`src/rtl/sub_float_seq.sv`:
```
// rtl/sub_float_seq.sv - multi-cycle IEEE-754 single-precision subtractor (diff = a - b)
`timescale 1ns/1ps
module sub_float_seq #(
    parameter int GUARD_BITS   = 3,
    parameter bit FLUSH_DENORM = 1'b1
) (
    input  logic        clk,
    input  logic        rst,
    input  logic        in_valid,
    output logic        in_ready,
    input  logic [31:0] a,
    input  logic [31:0] b,
    output logic        out_valid,
    input  logic        out_ready,
    output logic [31:0] diff,
    output logic        busy
);
    localparam int SW   = 24 + GUARD_BITS;
    localparam int CNTW = $clog2(SW + 1);
    localparam logic [31:0] QNAN = 32'h7FC00000;

    typedef enum logic [2:0] {IDLE, UNPACK, ALIGN, OP, NORM, PACK, DONE} state_t;
    state_t state, state_nx;

    logic [31:0]     a_r, b_r;
    logic            x_sign, y_sign;
    logic [8:0]      x_exp;
    logic [SW:0]     x_sig;
    logic [SW-1:0]   y_sig;
    logic [CNTW-1:0] shift_cnt;
    logic            res_zero, res_inf;
    logic [31:0]     diff_r;

    // b_r already carries the inverted sign, so everything below is an addition of a and -b
    logic [7:0] a_exp, b_exp;
    logic       a_nan, b_nan, a_inf, b_inf, a_zero, b_zero;

    assign a_exp  = a_r[30:23];
    assign b_exp  = b_r[30:23];
    assign a_nan  = (a_exp == 8'hFF) && (a_r[22:0] != 23'd0);
    assign b_nan  = (b_exp == 8'hFF) && (b_r[22:0] != 23'd0);
    assign a_inf  = (a_exp == 8'hFF) && (a_r[22:0] == 23'd0);
    assign b_inf  = (b_exp == 8'hFF) && (b_r[22:0] == 23'd0);
    assign a_zero = (a_exp == 8'd0) && (FLUSH_DENORM || (a_r[22:0] == 23'd0));
    assign b_zero = (b_exp == 8'd0) && (FLUSH_DENORM || (b_r[22:0] == 23'd0));

    logic        special;
    logic [31:0] special_val;

    always_comb begin
        special     = 1'b1;
        special_val = QNAN;
        if (a_nan || b_nan)
            special_val = QNAN;
        else if (a_inf && b_inf && (a_r[31] != b_r[31]))
            special_val = QNAN;
        else if (a_inf)
            special_val = a_r;
        else if (b_inf)
            special_val = b_r;
        else if (a_zero && b_zero)
            special_val = {a_r[31] & b_r[31], 31'd0};
        else if (a_zero)
            special_val = b_r;
        else if (b_zero)
            special_val = a_r;
        else
            special = 1'b0;
    end

    // Both operands are normal here, so comparing {exp, frac} orders the magnitudes
    logic            b_larger;
    logic [31:0]     x_op, y_op;
    logic [7:0]      exp_gap;
    logic [CNTW-1:0] shift_init;

    assign b_larger   = b_r[30:0] > a_r[30:0];
    assign x_op       = b_larger ? b_r : a_r;
    assign y_op       = b_larger ? a_r : b_r;
    assign exp_gap    = x_op[30:23] - y_op[30:23];
    assign shift_init = (exp_gap >= 8'(SW)) ? CNTW'(SW) : exp_gap[CNTW-1:0];

    logic [SW:0] mag;
    logic [8:0]  exp_inc, exp_dec;

    assign mag     = (x_sign == y_sign) ? (x_sig + {1'b0, y_sig}) : (x_sig - {1'b0, y_sig});
    assign exp_inc = x_exp + 9'd1;
    assign exp_dec = x_exp - 9'd1;

    always_ff @(posedge clk or posedge rst) begin
        if (rst)
            state <= IDLE;
        else
            state <= state_nx;
    end

    always_comb begin
        state_nx = state;
        case (state)
            IDLE:   if (in_valid) state_nx = UNPACK;
            UNPACK: state_nx = special ? DONE : ALIGN;
            ALIGN:  if (shift_cnt <= CNTW'(1)) state_nx = OP;
            OP:     state_nx = (mag == '0) ? DONE : NORM;
            // leave once the leading one lands in place after this cycle's shift
            NORM:   if (x_sig[SW] || x_sig[SW-1] || x_sig[SW-2] || (exp_dec == 9'd0))
                        state_nx = PACK;
            PACK:   state_nx = DONE;
            DONE:   if (out_ready) state_nx = IDLE;
            default: state_nx = IDLE;
        endcase
    end

    always_ff @(posedge clk or posedge rst) begin
        if (rst) begin
            a_r       <= '0;
            b_r       <= '0;
            x_sign    <= 1'b0;
            y_sign    <= 1'b0;
            x_exp     <= '0;
            x_sig     <= '0;
            y_sig     <= '0;
            shift_cnt <= '0;
            res_zero  <= 1'b0;
            res_inf   <= 1'b0;
            diff_r    <= '0;
        end else begin
            case (state)
                IDLE: if (in_valid) begin
                    a_r      <= a;
                    b_r      <= {~b[31], b[30:0]};
                    res_zero <= 1'b0;
                    res_inf  <= 1'b0;
                end
                UNPACK: begin
                    x_sign    <= x_op[31];
                    y_sign    <= y_op[31];
                    x_exp     <= {1'b0, x_op[30:23]};
                    x_sig     <= {2'b01, x_op[22:0], {GUARD_BITS{1'b0}}};
                    y_sig     <= {1'b1, y_op[22:0], {GUARD_BITS{1'b0}}};
                    shift_cnt <= shift_init;
                    if (special)
                        diff_r <= special_val;
                end
                ALIGN: if (shift_cnt != '0) begin
                    y_sig     <= {1'b0, y_sig[SW-1:2], y_sig[1] | y_sig[0]};
                    shift_cnt <= shift_cnt - CNTW'(1);
                end
                OP: begin
                    x_sig <= mag;
                    if (mag == '0)
                        diff_r <= '0;
                end
                NORM: begin
                    if (x_sig[SW]) begin
                        x_sig   <= {1'b0, x_sig[SW:2], x_sig[1] | x_sig[0]};
                        x_exp   <= exp_inc;
                        res_inf <= (exp_inc >= 9'd255);
                    end else if (!x_sig[SW-1]) begin
                        x_sig    <= {x_sig[SW-1:0], 1'b0};
                        x_exp    <= exp_dec;
                        res_zero <= (exp_dec == 9'd0);
                    end
                end
                PACK: begin
                    if (res_zero)
                        diff_r <= {x_sign, 31'd0};
                    else if (res_inf)
                        diff_r <= {x_sign, 8'hFF, 23'd0};
                    else
                        diff_r <= {x_sign, x_exp[7:0], x_sig[SW-2:GUARD_BITS]};
                end
                default: ;
            endcase
        end
    end

    assign in_ready  = (state == IDLE);
    assign out_valid = (state == DONE);
    assign busy      = (state != IDLE);
    assign diff      = diff_r;

endmodule

```
`config.mk`:
```
export PLATFORM = sky130hd
export DESIGN_NAME = sub_float_seq
export DESIGN_NICKNAME = d
export VERILOG_FILES = /design/src/rtl/sub_float_seq.sv
export SDC_FILE = /design/constraint.sdc
export NUM_CORES = 1
export LEC_CHECK = 0
export BUFFER_PORTS_ARGS = -buffer_cell sky130_fd_sc_hd__buf_4
export CAP_MARGIN = 20
export CORE_ASPECT_RATIO = 1.4
export CORE_MARGIN = 2
export CORE_UTILIZATION = 57
export DETAILED_ROUTE_END_ITERATION = 12
export PLACE_DENSITY = 0.76
export SYNTH_ARGS = -nofsm -noshare
export SYNTH_HDL_FRONTEND = slang
export SYNTH_SLANG_ARGS = --single-unit
```
`constraint.sdc`:
```
create_clock -name clk -period 17 [get_ports clk]
set_input_delay 2.55 -clock clk [delete_from_list [all_inputs] [get_ports clk]]
set_output_delay 2.55 -clock clk [all_outputs]
set_load 0.01 [all_outputs]
```
## Word-level counts from Yosys, hierarchy flattened

Cells that the tools add are included.

| word-level totals | value |
|---|---|
| logic and storage cells | 129 |
| register bits after elaboration | 172 |

| operators by class | value |
|---|---|
| order comparisons | 4 |
| multiplexer cells | 46 |
| equality and inequality tests | 21 |
| add/sub/neg operators | 6 |
| bitwise operators | 4 |
| reductions and logical operators | 35 |

Operators with widths:

| kind | number |
|---|---|
| 2-to-1 mux 32 bit | 11 |
| one-hot mux 32 bit (3 select lines) | 1 |
| one-hot mux 28 bit (3 select lines) | 1 |
| 2-to-1 mux 27 bit | 3 |
| 2-to-1 mux 31 bit | 2 |
| one-hot mux 27 bit (2 select lines) | 1 |
| logical NOT 23 bit | 2 |
| nonzero test 23 bit | 2 |
| > comparator 31 bit | 1 |
| adder 28 x 27 -> 28 bit | 1 |
| logical NOT 28 bit | 1 |
| 2-to-1 mux 28 bit | 1 |
| subtractor 28 x 27 -> 28 bit | 1 |
| one-hot mux 3 bit (7 select lines) | 1 |
| 2-to-1 mux 9 bit | 2 |
| inequality test 2 bit (second input constant) | 9 |
| one-hot mux 9 bit (2 select lines) | 1 |
| == test 8 bit (second input constant) | 2 |
| logical NOT 8 bit | 2 |
| 2-to-1 mux 3 bit | 5 |
| 2-to-1 mux 1 bit | 11 |
| 2-to-1 mux 5 bit | 2 |
| one-hot mux 5 bit (2 select lines) | 1 |
| adder 9 x 1 -> 9 bit (second input constant) | 1 |
| other kinds (28) | 51 |

## Longest topological paths before layout

Gate-level depths: netlist of run 1.

| logic depth | value |
|---|---|
| depth after elaboration | 10 |
| gate-level depth with buffers | 23 |
| mapped depth without buffers | 21 |

## Worst setup path before layout of run 1

Ideal clock, no wire load.

| timing | value |
|---|---|
| kind | register to register |
| from | reg y_sig[0] |
| to | reg diff_r[0] (netlist: diff[0]) |
| clock period less this slack | 4.587 ns |
| data arrival time | 4.462 ns |
| setup time | 0.125 ns |
| stages on the path, launching flop included | 21 |
| required time | 16.875 ns |
| slack | 12.413 ns |
| cell sequence | dfrtp_1 > nor3_1 > nand2_1 > or4_4 > nor3_4 > inv_1 > o21ai_0 > xnor2_1 > ha_1 > clkbuf_1 > a21oi_1 > o21ai_0 > nor2b_1 > or3_1 > o211ai_1 > o41ai_1 > nor4bb_1 > nand4_2 > o22ai_4 > buf_6 > mux2_4 |

| between the ends | value |
|---|---|
| cells in the longest elaborated chain, start to end | 5 |

Ends and longest elaborated chain:

| element | RTL line | text |
|---|---|---|
| from (decl) | 29 | `logic [SW-1:0] y_sig;` |
| from (signal assigned) | 139 | `y_sig <= {1'b1, y_op[22:0], {GUARD_BITS{1'b0}}};` |
| from (signal assigned) | 145 | `y_sig <= {1'b0, y_sig[SW-1:2], y_sig[1] \| y_sig[0]};` |
| subtractor 28 x 27 -> 28 bit / adder 28 x 27 -> 28 bit (equally long branches) | 86 | `assign mag = (x_sign == y_sign) ? (x_sig + {1'b0, y_sig}) : (x_sig - {1'b0, y_sig});` |
| 2-to-1 mux 28 bit (*) | 86 |  |
| logical NOT 28 bit (*) | 150 | `if (mag == '0)` |
| inequality test 2 bit (no source line) (*) | -- |  |
| AND reduction 3 bit (no source line) (*) | -- |  |
| to (signal assigned) | 166 | `diff_r <= {x_sign, 31'd0};` |
| to (signal assigned) | 168 | `diff_r <= {x_sign, 8'hFF, 23'd0};` |
| to (signal assigned) | 170 | `diff_r <= {x_sign, x_exp[7:0], x_sig[SW-2:GUARD_BITS]};` |
| to (decl) | 32 | `logic [31:0] diff_r;` |

Every way passes the cells marked *; elsewhere a longest branch is shown, timed or not.
A chain may end at the register's enable or synchronous reset.

## Worst setup path in the final report of run 1

| timing | value |
|---|---|
| from | reg y_sig[0] |
| to | reg diff_r[31] (netlist: diff[31]) |

The elaborated chain is that of the path after synthesis.

==> metrics, run 1 <==
first-pass GRT wire length=64800 um; initial core utilization=58.06%; startpoint of the worst hold path=diff[15]$_DFFE_PP0P_; CTS tree=done; Setup TNS=0 ns; Core Area=21940 um2; hpwl dp=30690 um; Clock Sink Count=172; R2R depth=20; clk_lat worst skew=0.45 ns; largest net degree at the start of global routing=107; antenna-violating nets left=0; Fillers=1923; final worst path period share=31.69%; TritonRoute pass-1 iters=5; vias in the first global route=11872; dominant cells by area after synthesis=dfrtp_1 34%, ha_1 6.9%, a21oi_1 5.4%; hold path depth=1; instance count of the mapped netlist=1486; NumNets Final=1672; 1st-iter DRT viols=964; met3 WL post-DR=2391 um; Seq/Total Area, Yosys=33.79%; count of state elements after synthesis=172; worst reg2reg setup slack=11.61 ns; post-synth net total=1625; hold_buf cts=0; maximum clock path buffer count=2; IO buf count=102; via count=12135; Distinct cells, synth=88; total CTS buffers=17; fraction of registers with async set/reset=100.0%; Chip Width=130.4 um; Hold Crit Endpoint=diff[15]$_DFFE_PP0P_; placement row count=64; CP Capture Type=flip-flop; grt total ovfl=0; Yosys top cell area share=33.79%; outcome=completed; area delta synth->final=12.03%; highest routed layer=met4; Syn Area/Cell=8.573 um2; placed inst area=13620 um2; synthesized area=12740 um2; worst setup margin=11.61 ns; most frequent cells in the layout=172 x dfrtp_1, 144 x nand2_1, 137 x a21oi_1; dpl ws=11.69 ns; Max Cap Viol=0; Final Max Slew Viols=0; die area=23580 um2; die height=180.9 um; vias per std cell=6.588; met2 wire length=20480 um; Post-synth EDFFs=0; met1 wire length=15320 um; H-tree depth=4; clock-pin slew on the worst setup and hold paths=0.07 ns; fmax=185.6 MHz; Crit Path Class=flip-flop to flip-flop; worst slew pin tran=1.124 ns; Final setup violation count=0; CP arrival=5.72 ns; Final Hold Viols=0; PostCTS Resize Cnt=0; r2r startpoint=y_sig[0]$_DFFE_PP0P_; RD Place Congestion=1.043; clk_skew=0.008551 ns; CTS Root Cell=clkbuf_16; Synth area leader=dfrtp_1; GRT Overall Usage=35.95%; final wirelength=41520 um; share of layout cells above drive strength 1=15.28%; wire length per cell=22.54 um; worst path required time=17.33 ns; io pins=103; most common cell after layout, fill and taps aside=dfrtp_1; reg2reg end=diff[31]$_DFFE_PP0P_; antenna violations before repair=0; post-layout instance area=14270 um2; crit-path max FO=32; Worst setup SP type=flip-flop; setup repair after global routing missed its margin=false; post-CTS setup buffer count=0; post-layout minimum cycle time=5.388 ns; Max-slew headroom=25.07%; Post-route DRC=0; ys flop type=dfrtp_1; number of synthesis warnings=0; ANT cells=0; Min-Delay Path Class=flip-flop to flip-flop
## flip-flops by register name, summed over array words and instances (netlist names)
register and flops:
a_r 32, b_r 32, diff 32, x_sig 28, y_sig 27, x_exp 9, shift_cnt 5, state 3
res_inf 1, res_zero 1, x_sign 1, y_sign 1
## per-layer routing
metal	vias up	track usage (%)
met5	-	0
met4	0	25.49
met3	193	5.893
met2	538	59.87
met1	5853	41.37
li1	5551	-
## per-stage QoR
step           util, %  cells  hold WS [ns]
2_1_floorplan        -   1486        0.4670
3_3_place_gp     62.06   1809        0.5044
3_5_place_dp     62.06   1809        0.4956
4_1_cts          64.89   1840        0.5227
5_1_grt          65.05   1842        0.5268
6_report         65.05   1842        0.5222
## logic make-up after synthesis
logic type | count (synthesis) | share of synthesized area, %
flip-flops | 172 | 33.79
adder cells (fa/ha/maj) | 71 | 7.032
AO/OA/AOI/OAI | 500 | 25.35
buffers and inverters | 151 | 4.930
XOR/XNOR | 54 | 3.771
AND/OR/NAND/NOR | 449 | 16.89
multiplexers | 89 | 8.240
## cell usage after synthesis (11+ instances only)
cell       count
o21ai_0      135
inv_1         61
a2bb2oi_1     11
nor2_1       124
xnor2_1       33
mux2_2        35
dfrtp_1      172
buf_2         11
xor2_1        20
o21a_1        24
a21o_1        19
a221oi_1      15
nor4_1        18
o211ai_1      13
nand2b_1      15
nand3_1       14
a22oi_1       27
nor3_1        29
clkbuf_1      69
nand2_1      144
a31oi_1       11
mux2i_1       31
nor2b_1       18
a21oi_1      137
mux2_4        23
o221ai_1      14
nand4_1       25
ha_1          70
## how the worst max path moves through the flow
stage	depth (start not counted)	to	start	slack (ns)
after floorplan	1	a_r[0]$_DFFE_PP0P_	rst	9.79
after global placement	20	diff[31]$_DFFE_PP0P_	y_sig[0]$_DFFE_PP0P_	11.85
after detailed placement	20	diff[31]$_DFFE_PP0P_	y_sig[0]$_DFFE_PP0P_	11.69
after CTS	20	diff[31]$_DFFE_PP0P_	y_sig[0]$_DFFE_PP0P_	11.65
after global routing	20	diff[31]$_DFFE_PP0P_	y_sig[1]$_DFFE_PP0P_	11.23
final	20	diff[31]$_DFFE_PP0P_	y_sig[0]$_DFFE_PP0P_	11.61
## worst max-delay path, stage by stage (launching register included)
cell and delay [ns]:
dfrtp_1 0.44, inv_1 0.08, ha_1 0.21, nand3_1 0.10
nor3_1 0.37, nand2b_1 0.17, nor2_1 0.19, a21oi_1 0.11
xor2_1 0.17, ha_1 0.42, a2111oi_0 0.45, o21ai_1 0.20
a311oi_1 0.32, o21ai_1 0.19, nand4_1 0.13, nand3_1 0.10
nor4bb_1 0.36, nand4_2 0.22, o22ai_4 0.14, buf_4 0.50
mux2_2 0.40
## layout make-up
cell class                      instances  area [um2]  share of cell area, %
Inverter                               61       234.0                  1.639
Tap cell                              297       371.6                  2.604
Timing Repair Buffer                  118       905.9                  6.347
Multi-Input combinational cell       1163        7836                  54.91
Clock inverter                         12       187.7                  1.315
Clock buffer                           19       432.9                  3.033
Sequential cell                       172        4304                  30.16
Power of run 1 is left out: the tool's default activity adds up to more than one toggle a clock period on the data nets, which glitch-free logic cannot reach.
==> inputs of run 2 (changes only) <==
==> constraint.sdc (replaced) <==
create_clock -name clk -period 5.1 [get_ports clk]
set_input_delay 0.765 -clock clk [delete_from_list [all_inputs] [get_ports clk]]
set_output_delay 0.765 -clock clk [all_outputs]
set_load 0.01 [all_outputs]
==> run 2 against run 1 <==
Worst hold slack worse by 0.037 ns. First-iteration DRC count increased by 30%. Critical path depth is 2 lower. Non-clock buffer count up 19. Clock-buffer cell count is the same. Largest cell class unchanged.
==> metrics, run 2 (same netlist as run 1, synthesis figures left out) <==
Clock Sink Count=172 (unchanged); reg2reg end=diff[31]$_DFFE_PP0P_; Final Core Density=66.19% (+1.1 points); Final Max Slew Viols=0 (unchanged); H-tree depth=4 (unchanged); vias in the first global route=12090 (+1.8%); hold_buf cts=0 (unchanged); Critical Path Max Stage Delay=0.48 ns (-0.02 ns); ANT cells=0 (unchanged); crit-path cells=nor3_1 -> nand2_1 -> or4_4 -> o41ai_2 -> xnor2_1 -> ha_2 -> o21a_1 -> o21ai_0 -> a32o_1 -> nand3_1 -> a211oi_2 -> o2111ai_1 -> nor4_2 -> nand4_2 -> o22ai_4 -> buf_4 -> buf_6 -> mux2_2; grt total ovfl=0 (unchanged); NumNets Final=1691 (+1.1%); Max Cap Viol=0 (unchanged); total CTS buffers=17 (unchanged); antenna-violating nets left=0 (unchanged); outcome=completed; Final setup violation count=0 (unchanged); IO buf count=102 (unchanged); worst slew pin tran=1.163 ns (+0.03923 ns); Crit. Startpoint=y_sig[0]$_DFFE_PP0P_; RD Place Congestion=0.9768 (-6.3%); die area=23580 um2 (unchanged); CP Capture Type=flip-flop; r2r startpoint=y_sig[0]$_DFFE_PP0P_; cell family with most CP delay=compound AO/OA/AOI/OAI gates; Slowest-stage cell, CP=or4_4; clk_skew=0.01218 ns (+0.003626 ns); Post-route DRC=0 (unchanged); fmax=202.1 MHz (+8.9%); Core Area=21940 um2 (unchanged); antenna violations before repair=0 (unchanged); Chip Width=130.4 um (unchanged); crit-path max FO=12 (-63%); CTS tree=done; CP Buf/Inv Count=2 (unchanged); post-layout instance area=14520 um2 (+1.8%); clk_lat worst skew=0.45 ns (about the same); Min-Delay Path Class=input pin to flip-flop; via count=12267 (+1.1%); largest net degree at the start of global routing=173 (+62%); area delta synth->final=14.00%; worst reg2reg setup slack=0.15 ns (-11.46 ns); maximum clock path buffer count=2 (unchanged); Crit path depth=18 (-10%); R2R depth=18 (-10%); die height=180.9 um (unchanged); Final Hold Viols=0 (unchanged); Crit Path Class=flip-flop to flip-flop; most frequent cells in the layout=172 x dfrtp_1, 144 x nand2_1, 137 x a21oi_1; share of layout cells above drive strength 1=17.51% (+2.2 points); Setup TNS=0 ns (unchanged); CTS Root Cell=clkbuf_16; TritonRoute pass-1 iters=6 (+1); Fillers=1950 (+1.4%); placement row count=64 (unchanged); placed inst area=13730 um2 (+0.84%); GRT Overall Usage=36.52% (+0.58 points); initial core utilization=58.06% (unchanged); worst path required time=5.43 ns (-11.90 ns); 1st-iter DRT viols=1258 (+30%); wire length per cell=22.92 um (+1.7%); Worst Setup EP=diff[31]$_DFFE_PP0P_; vias per std cell=6.588 (about the same); most common cell after layout, fill and taps aside=dfrtp_1; Worst setup SP type=flip-flop; clock-pin slew on the worst setup and hold paths=0.07 ns (about the same); Max-slew headroom=21.47% (-3.6 points); worst setup margin=0.1517 ns (-11.46 ns); final wirelength=42680 um (+2.8%); hpwl dp=31240 um (+1.8%); dpl ws=-0.04134 ns (-11.73 ns); first-pass GRT wire length=66210 um (+2.2%); CP arrival=5.28 ns (-0.44 ns); io pins=103 (unchanged); final worst path period share=97.03% (+65 points); post-layout minimum cycle time=4.948 ns (-0.4395 ns)
-- run 2: final cells by class --
cell class / count / area (um2) / area share [%]
multi-input combinational: 1163 / 7946 / 54.72
sequential: 172 / 4304 / 29.64
tap: 297 / 371.6 / 2.559
inverter: 61 / 232.7 / 1.602
clock buffer: 19 / 432.9 / 2.981
clock inverter: 13 / 140.1 / 0.9649
timing repair buffer: 137 / 1095 / 7.539
-- run 2: worst min-delay path by stage --
stage	cells past startpoint	slack (ns)	startpoint	end
after floorplan	1	0.47	res_zero$_DFFE_PP0P_	res_zero$_DFFE_PP0P_
after global placement	1	0.51	diff[13]$_DFFE_PP0P_	diff[13]$_DFFE_PP0P_
after detailed placement	1	0.50	diff[21]$_DFFE_PP0P_	diff[21]$_DFFE_PP0P_
after CTS	2	0.48	b[31]	b_r[31]$_DFFE_PP0P_
after global routing	2	0.48	b[31]	b_r[31]$_DFFE_PP0P_
final	2	0.49	b[31]	b_r[31]$_DFFE_PP0P_
-- run 2: metal layers --
layer	up-vias	share of wire, %	track usage, %
met5	-	0	0
met4	0	8.6	25.87
met3	199	5.8	4.945
met2	624	49	60.69
met1	5865	37	42.85
li1	5579	-	-
-- run 2: what timing repair did --
| action | 4_1_cts | 5_1_grt |
|---|---|---|
| pin swaps | 0 | 7 |
| setup buffers | 0 | 7 |
| cloned | 0 | 1 |
| setup endpoints to repair | 24 | 33 |
| resized for setup | 1 | 27 |
-- run 2: through the flow --
step | std cells | hold WS [ns]
6_report | 1862 | 0.4851
5_1_grt | 1862 | 0.4823
4_1_cts | 1853 | 0.4755
3_5_place_dp | 1821 | 0.4995
3_3_place_gp | 1821 | 0.5071
2_1_floorplan | 1486 | 0.4670
Power of run 2 is left out for the same reason.
